**src/rtl/mem_pkg.sv**
```systemverilog
// Shared types and constants for the memory protocol initiator.
// The ERROR state exists only when MEM_TIMEOUT_EN is defined.
package mem_pkg;

    localparam int unsigned BSIZE_DEF = 4;
    localparam int unsigned BYTE_OFF  = 2;
    localparam int unsigned IDX_W_DEF = $clog2(BSIZE_DEF);

    // Word-offset width for a line of n words; never narrower than one bit.
    function automatic int unsigned idx_width(input int unsigned n);
        return (n < 2) ? 1 : $clog2(n);
    endfunction

    typedef enum logic [2:0] {
        StIdle   = 3'd0,
        StAccess = 3'd1,
        StGap    = 3'd2,
`ifdef MEM_TIMEOUT_EN
        StDone   = 3'd3,
        StError  = 3'd4
`else
        StDone   = 3'd3
`endif
    } state_e;

endpackage

```
**src/rtl/mem_initiator_if.sv**
```systemverilog
// Signal bundle between the cache controller, mem_initiator and the memory responder.
// master = initiator side, slave = controller/responder side.
interface mem_initiator_if
    import mem_pkg::*;
#(
    parameter int unsigned bsize = BSIZE_DEF
);
    logic                   Req;
    logic                   Write;
    logic [31:0]            BlockA;
    logic [32*bsize-1:0]    WLine;
    logic [32*bsize-1:0]    RLine;
    logic                   Done;
    logic                   Error;
    logic                   MemRE;
    logic                   MemWE;
    logic [31:0]            MemA;
    logic [31:0]            MemWD;
    logic [31:0]            MemRD;
    logic                   MemValid;

    modport master (
        input  Req, Write, BlockA, WLine, MemRD, MemValid,
        output RLine, Done, Error, MemRE, MemWE, MemA, MemWD
    );

    modport slave (
        output Req, Write, BlockA, WLine, MemRD, MemValid,
        input  RLine, Done, Error, MemRE, MemWE, MemA, MemWD
    );
endinterface

```
**src/rtl/mem_watchdog.sv**
```systemverilog
// ACCESS-phase watchdog: clearable, enabled up-counter with a terminal-count flag.
// tc is high in the TIMEOUT-th enabled cycle after a clear.
module mem_watchdog #(
    parameter int unsigned TIMEOUT = 64
) (
    input  logic clk,
    input  logic reset,
    input  logic clr,
    input  logic en,
    output logic tc
);
    localparam int unsigned CW = $clog2(TIMEOUT + 1);

    logic [CW-1:0] cnt_q;

    always_ff @(posedge clk or negedge reset) begin
        if (!reset) begin
            cnt_q <= '0;
        end else if (clr) begin
            cnt_q <= '0;
        end else if (en && (cnt_q != CW'(TIMEOUT))) begin
            cnt_q <= cnt_q + 1'b1;
        end
    end

    assign tc = en && (cnt_q == CW'(TIMEOUT - 1));

endmodule

```
**src/rtl/mem_initiator.sv**
```systemverilog
// Memory protocol initiator: turns one cache-line request into bsize single-word accesses.
// Define MEM_TIMEOUT_EN to add the ACCESS watchdog and the ERROR state.
module mem_initiator
    import mem_pkg::*;
#(
    parameter int unsigned bsize   = BSIZE_DEF,
    parameter int unsigned TIMEOUT = 64
) (
    input logic             clk,
    input logic             reset,
    mem_initiator_if.master bus
);
    localparam int unsigned IW = idx_width(bsize);
    localparam int unsigned LW = 32 * bsize;
    localparam int unsigned AW = 32 - IW - BYTE_OFF;

    state_e        state_q, state_d;
    logic [IW-1:0] idx_q;
    logic          wr_q;
    logic [AW-1:0] blk_q;
    logic [LW-1:0] wline_q;
    logic [LW-1:0] rline_q;
    logic          in_access;
    logic          last_word;

    assign in_access = (state_q == StAccess);
    assign last_word = (idx_q == IW'(bsize - 1));

    // Word offset bits of the line address are replaced by idx.
    logic unused_addr;
    assign unused_addr = ^bus.BlockA[IW+BYTE_OFF-1:0];

`ifdef MEM_TIMEOUT_EN
    logic tmo;

    mem_watchdog #(
        .TIMEOUT (TIMEOUT)
    ) u_watchdog (
        .clk   (clk),
        .reset (reset),
        .clr   (!in_access),
        .en    (in_access),
        .tc    (tmo)
    );
`else
    logic unused_cfg;
    assign unused_cfg = ^TIMEOUT;
`endif

    always_ff @(posedge clk or negedge reset) begin
        if (!reset) begin
            state_q <= StIdle;
        end else begin
            state_q <= state_d;
        end
    end

    always_comb begin
        state_d = state_q;
        unique case (state_q)
            StIdle: begin
                if (bus.Req) state_d = StAccess;
            end
            StAccess: begin
                // A response in the terminal-count cycle still completes normally.
                if (bus.MemValid) state_d = last_word ? StDone : StGap;
`ifdef MEM_TIMEOUT_EN
                else if (tmo) state_d = StError;
`endif
            end
            StGap:   state_d = StAccess;
            StDone:  state_d = StIdle;
`ifdef MEM_TIMEOUT_EN
            StError: state_d = StIdle;
`endif
            default: state_d = StIdle;
        endcase
    end

    always_ff @(posedge clk or negedge reset) begin
        if (!reset) begin
            idx_q   <= '0;
            wr_q    <= 1'b0;
            blk_q   <= '0;
            wline_q <= '0;
            rline_q <= '0;
        end else if ((state_q == StIdle) && bus.Req) begin
            idx_q   <= '0;
            wr_q    <= bus.Write;
            blk_q   <= bus.BlockA[31:IW+BYTE_OFF];
            wline_q <= bus.WLine;
        end else if (in_access && bus.MemValid) begin
            if (!wr_q) rline_q[idx_q*32 +: 32] <= bus.MemRD;
            if (!last_word) idx_q <= idx_q + 1'b1;
        end
    end

    // Outputs decode state and latched data only; nothing combinational from MemValid/MemRD.
    always_comb begin
        bus.MemRE = in_access & ~wr_q;
        bus.MemWE = in_access & wr_q;
        bus.MemA  = '0;
        bus.MemWD = '0;
        if (in_access) begin
            bus.MemA  = {blk_q, idx_q, 2'b00};
            bus.MemWD = wline_q[idx_q*32 +: 32];
        end
        bus.RLine = rline_q;
`ifdef MEM_TIMEOUT_EN
        bus.Done  = (state_q == StDone) || (state_q == StError);
        bus.Error = (state_q == StError);
`else
        bus.Done  = (state_q == StDone);
        bus.Error = 1'b0;
`endif
    end

endmodule

```
**src/flat_wrapper.sv**
```systemverilog
// flat-port wrapper written by rule: the top's interface ports become plain ports
module mem_initiator_flat import mem_pkg::*;
#(
    parameter int unsigned bsize   = BSIZE_DEF,
    parameter int unsigned TIMEOUT = 64
)
  (clk, reset, bus_Req, bus_Write, bus_BlockA, bus_WLine, bus_MemRD, bus_MemValid, bus_RLine, bus_Done, bus_Error, bus_MemRE, bus_MemWE, bus_MemA, bus_MemWD);
  mem_initiator_if #(.bsize(bsize)) bus_i ();
  input logic clk;
  input logic reset;
  input wire logic [$bits(bus_i.Req)-1:0] bus_Req;
  input wire logic [$bits(bus_i.Write)-1:0] bus_Write;
  input wire logic [$bits(bus_i.BlockA)-1:0] bus_BlockA;
  input wire logic [$bits(bus_i.WLine)-1:0] bus_WLine;
  input wire logic [$bits(bus_i.MemRD)-1:0] bus_MemRD;
  input wire logic [$bits(bus_i.MemValid)-1:0] bus_MemValid;
  output wire logic [$bits(bus_i.RLine)-1:0] bus_RLine;
  output wire logic [$bits(bus_i.Done)-1:0] bus_Done;
  output wire logic [$bits(bus_i.Error)-1:0] bus_Error;
  output wire logic [$bits(bus_i.MemRE)-1:0] bus_MemRE;
  output wire logic [$bits(bus_i.MemWE)-1:0] bus_MemWE;
  output wire logic [$bits(bus_i.MemA)-1:0] bus_MemA;
  output wire logic [$bits(bus_i.MemWD)-1:0] bus_MemWD;
  assign bus_i.Req = bus_Req;
  assign bus_i.Write = bus_Write;
  assign bus_i.BlockA = bus_BlockA;
  assign bus_i.WLine = bus_WLine;
  assign bus_i.MemRD = bus_MemRD;
  assign bus_i.MemValid = bus_MemValid;
  assign bus_RLine = bus_i.RLine;
  assign bus_Done = bus_i.Done;
  assign bus_Error = bus_i.Error;
  assign bus_MemRE = bus_i.MemRE;
  assign bus_MemWE = bus_i.MemWE;
  assign bus_MemA = bus_i.MemA;
  assign bus_MemWD = bus_i.MemWD;
  mem_initiator #(.bsize(bsize), .TIMEOUT(TIMEOUT)) u_core (.clk(clk), .reset(reset), .bus(bus_i));
endmodule
```
**config.mk**
```make
export PLATFORM = sky130hd
export DESIGN_NAME = mem_initiator_flat
export DESIGN_NICKNAME = d
export VERILOG_FILES = /design/src/rtl/mem_pkg.sv /design/src/rtl/mem_initiator_if.sv /design/src/rtl/mem_watchdog.sv /design/src/rtl/mem_initiator.sv /design/src/flat_wrapper.sv
export SDC_FILE = /design/constraint.sdc
export NUM_CORES = 1
export LEC_CHECK = 0
export ABC_CLOCK_PERIOD_IN_PS = 2700
export BUFFER_PORTS_ARGS = -buffer_cell sky130_fd_sc_hd__buf_4
export CORE_ASPECT_RATIO = 0.8
export CORE_MARGIN = 2
export CORE_UTILIZATION = 52
export DETAILED_ROUTE_END_ITERATION = 12
export PLACE_DENSITY_LB_ADDON = 0.3
export SLEW_MARGIN = 10
export SYNTH_ARGS = -nofsm -noshare
export SYNTH_HDL_FRONTEND = slang
export SYNTH_SLANG_ARGS = --single-unit
```
**constraint.sdc**
```tcl
create_clock -name clk -period 2.7 [get_ports clk]
set_input_delay 0.135 -clock clk [delete_from_list [all_inputs] [get_ports clk]]
set_output_delay 0.135 -clock clk [all_outputs]
set_load 0.1 [all_outputs]
```
; ---- Word level (Yosys, flattened, before mapping)
; Cells that the tools add are included.
[totals]
register_bits = 290
wordCells = 39
[classes]
add_sub_neg = 2
eq_ne = 7
shifts = 3
muxes = 10
bitwise = 4
n_reduce_logical = 7
[op_table]
columns = cell, count
row1 = 128-bit bitwise mux, 1
row2 = 32-bit by 34-bit variable shift with 128-bit output (first input constant), 1
row3 = 128-bit by 8-bit variable part select with 32-bit output, 1
row4 = 32-bit by 34-bit variable part select with 128-bit output, 1
row5 = 32-bit two-way mux, 2
row6 = 7-bit negator with 34-bit output, 1
row7 = 3-bit one-hot mux with 3 select lines, 1
row8 = 3-bit by 2-bit == test with 1-bit output (second input constant), 2
row9 = 2-bit two-way mux, 3
row10 = 3-bit two-way mux, 2
row11 = 2-bit != test (second input constant), 3
row12 = 2-bit AND reduction, 2
row13 = 3-bit by 1-bit == test with 1-bit output (second input constant), 1
row14 = 3-bit logical NOT, 1
row15 = 3-bit AND reduction, 1
row16 = 2-bit by 1-bit adder with 2-bit output (second input constant), 1
row17 = 1-bit bitwise AND, 2
row18 = 2-bit == test (second input constant), 1
row19 = 1-bit logical AND, 2
row20 = 1-bit inverter, 2
row21 = 2-bit nonzero test, 1
row22 = 1-bit two-way mux, 1

; ---- Longest topological paths before layout
[logic_depth]
ltp_word = 4
ltp_mapped = 9
mapped_depth_nobuf = 5

; ---- Worst setup path before layout
; No wires, ideal clock.
[synth_path]
path_type = register -> output
start = register u_core.idx_q[1]
end = output port bus_MemA[3]
arrival_ps = 2250
t_required_ps = 2565
slack_ps = 315
path_stages_with_launch = 5
n_path_buf = 2
cell_sequence = dfrtp_1 buf_2 clkbuf_1 inv_1 nor2_1
[synth_between]
elab_chain_len = 1
[synth_lines]
columns = item, line_no
row1 = start: declaration, mem_initiator.sv:18  ; logic [IW-1:0] idx_q;
row2 = start signal: assignment, mem_initiator.sv:94  ; if (!last_word) idx_q <= idx_q + 1'b1;
row3 = 32-bit two-way mux, mem_initiator.sv:104  ; if (in_access) begin
row4 = end: declaration, flat_wrapper.sv:22  ; output wire logic [$bits(bus_i.MemA)-1:0] bus_MemA;
; No other way between the ends.

; ---- Worst setup path after layout
[layout_path]
start = register u_core.idx_q[0]
end = output port bus_MemWD[15]
[layout_between]
elab_chain_len = 2
[layout_lines]
columns = item, line_no
row1 = 128-bit by 8-bit variable part select with 32-bit output, mem_initiator.sv:106  ; bus.MemWD = wline_q[idx_q*32 +: 32];
row2 = 32-bit two-way mux, mem_initiator.sv:104
row3 = end: declaration, flat_wrapper.sv:23  ; output wire logic [$bits(bus_i.MemWD)-1:0] bus_MemWD;
; No other way between the ends.

==> qor.yml <==
setup_path:
  end_kind: "output port"
  r2r_end: "u_core.bus.RLine[69]"
  cp_top_family: "multiplexers"
  path_cells: "buf_12 -> mux4_1 -> and2_1 -> buf_4"
  r2r_cells: 6
  start_kind: "register"
  worstPathArrival_ns: 2.41
  crit_fanout: 23
  reg2reg_slack_ns: 0.44
  critPathKind: "register to output port"
  worstPathRequired_ns: 2.57
  cp_slowest_cell: "mux4_1"
  cp_slowest_stage_delay_ns: 0.62
  r2r-start: "u_core.idx_q[0]"
  crit_buf_inv: 2
place:
  preCtsSetupSlack_ns: 0.498
  numPortBuffers: 385
  dp_hpwl_um: 24900
  gp_congestion: 0.842
drt:
  drt_wl_total_um: 41600
  detail-route-antenna-nets: 0
  routed_via_density: 5.60
  avgRoutedWirePerCell_um: 21.5
  drc: 0
  drt_iter0_markers: 992
  via_count: 10800
  drt-pass1-iter-count: 5
yosys:
  ys_types: 32
  synth_area_um2: 12800
  ys_seq_area_frac: 0.563
  ys_seq_elements: 289
  synth_cells: 1043
  synth_top_area_cell: "dfrtp_1"
  ys_warn_count: 0
  synth_top_area_share: 0.563
  syn_area_per_cell_um2: 12.3
  yosys-top-cells-area: "dfrtp_1, mux2_2, nand4_1"
floorplan:
  die_x_um: 180
  fp-row-count: 51
  io_pins: 393
  die_area_um2: 26000
  die_y_um: 145
  coreArea_um2: 24300
  start_util: 0.528
timing:
  setup_violations: 0
  rsz0062_at_grt: "false"
  fin_worst_skew_ns: 0.0157
  drv_slew: 0
  fin_crit_ns: 2.55
  fin_tns_setup_ns: 0
  final-hold-violation-count: 0
  slew_headroom: 0.583
  layout_setup_ws_ns: 0.153
  max_freq_mhz: 393
  post-route-period-util: 0.943
  tightest_slew_ns: 0.625
grt:
  grtUsageTotal: 0.315
  grt_util_met1: 0.396
  grt_antenna_before_repair: 5
  grt_max_degree: 76
  grt_pass1_wl_um: 64100
  overflow: 0
  grt-busiest-layer: "met2"
  grtUsageMet2: 0.536
  use_met3: 0.0705
  first_global_vias: 11500
cts:
  cts_made_buffers: 29
  clkLatencyLatePin_ns: 0.54
  post_cts_buffers: 0
  cts.clk_slew.worst_paths_ns: 0.06
  cts_tree: "done"
  hold_buffers: 192
  cts_resized: 0
  cts-root-buf: "clkbuf_16"
  cts.sinks: 289
  cts_max_level: 1
  ctsLongestPathBuffers: 3
layout:
  nets: 1795
  syn_to_final_growth_pct: 46.7
  final_util: 0.775
  drive_gt1_frac: 0.397
outcome:
  status: "complete, no violations"
hold_path:
  min_path_type: "input port to asynchronous set/reset pin"
job:
  cap_viol_max_count: 0
[sequential cells by signal (all words and copies together) (netlist names)]
register / count
u_core.bus.RLine: 128
u_core.wline_q: 128
u_core.blk_q: 28
u_core.idx_q: 2
u_core.state_q: 2
u_core.wr_q: 1
[layer usage]
layer  wire length (um)  up-vias  part of all wire
met2              20900      599              0.50
li1                   -     4750                 -
met1              15500     5388              0.37
met5                  0        -                 0
met4               1720        0             0.041
met3               3520      107             0.085
[final cells by class]
class                      instances  area, um2
fill                            1467       5480
antenna                            5       12.5
clock inverter                     7       42.5
sequential                       289       7230
multi-input combinational        540       4690
inverter                         128        480
clock buffer                      44        832
timing repair buffer             605       5140
tap                              318        398
[worst max-delay path by stage]
| stage | depth (start not counted) | end | start |
|---|---|---|---|
| after floorplan | 4 | bus_MemA[3] | u_core.idx_q[1] |
| after global placement | 6 | u_core.bus.RLine[77] | u_core.idx_q[0] |
| after detailed placement | 6 | u_core.bus.RLine[69] | u_core.idx_q[0] |
| after CTS | 4 | bus_MemWD[1] | u_core.idx_q[0] |
| after global routing | 4 | bus_MemWD[1] | u_core.idx_q[0] |
| final | 4 | bus_MemWD[15] | u_core.idx_q[0] |
[through the flow]
stage	std cells	instance area, um2	hold WS (ns)
global route	1936	18800	0.221
CTS	1931	18800	0.202
detailed placement	1688	16000	0.163
global placement	1688	16000	0.162
finish	1936	18800	0.178
floorplan	1045	12800	-0.161
[synthesized netlist by cell type (all sizes together)]
| cell type | instances |
|---|---|
| o21ai | 126 |
| and4bb | 2 |
| buf | 46 |
| o22ai | 1 |
| nand3b | 1 |
| nor4b | 1 |
| mux2i | 1 |
| mux2 | 159 |
| xnor2 | 1 |
| nand2b | 1 |
| inv | 128 |
| nor3 | 1 |
| dfrtp | 289 |
| and2 | 67 |
| nor2b | 2 |
| nand4 | 126 |
| nor3b | 4 |
| ha | 5 |
| and3b | 1 |
| nor2 | 6 |
| conb | 1 |
| clkbuf | 42 |
| mux4 | 32 |
[worst register-to-register path, cell delays in order (launching register included)]
cell	delay (ns)
dfrtp_2	0.55
inv_1	0.16
ha_1	0.51
nor4b_4	0.25
buf_4	0.39
nand4_1	0.17
o21ai_0	0.13
[layout by cell type, fill, tap and decap left out, types with 10 or more instances in the layout]
cell type	count
and2_1	66
inv_1	128
dlygate4sd3_1	192
clkbuf_1	10
nand4_1	126
buf_4	403
mux2_2	159
o21ai_1	20
dfrtp_1	287
mux4_2	17
clkbuf_16	29
mux4_1	15
o21ai_0	106
[logic make-up (layout without fill, tap and decap cells)]
kind of cell	count (synthesis)	in the layout	share of synthesized area
fa+ha+maj	5	5	0.00487
flops	289	289	0.563
mux	192	192	0.201
buf+inv	216	784	0.0742
simple gates	212	212	0.106
xor+xnor	1	1	0.000682
other cells	1	8	0.000292
compound gates	127	127	0.0496
Power is not shown: default switching activity piles up to over one toggle a cycle in this logic, so the estimate is an artifact.
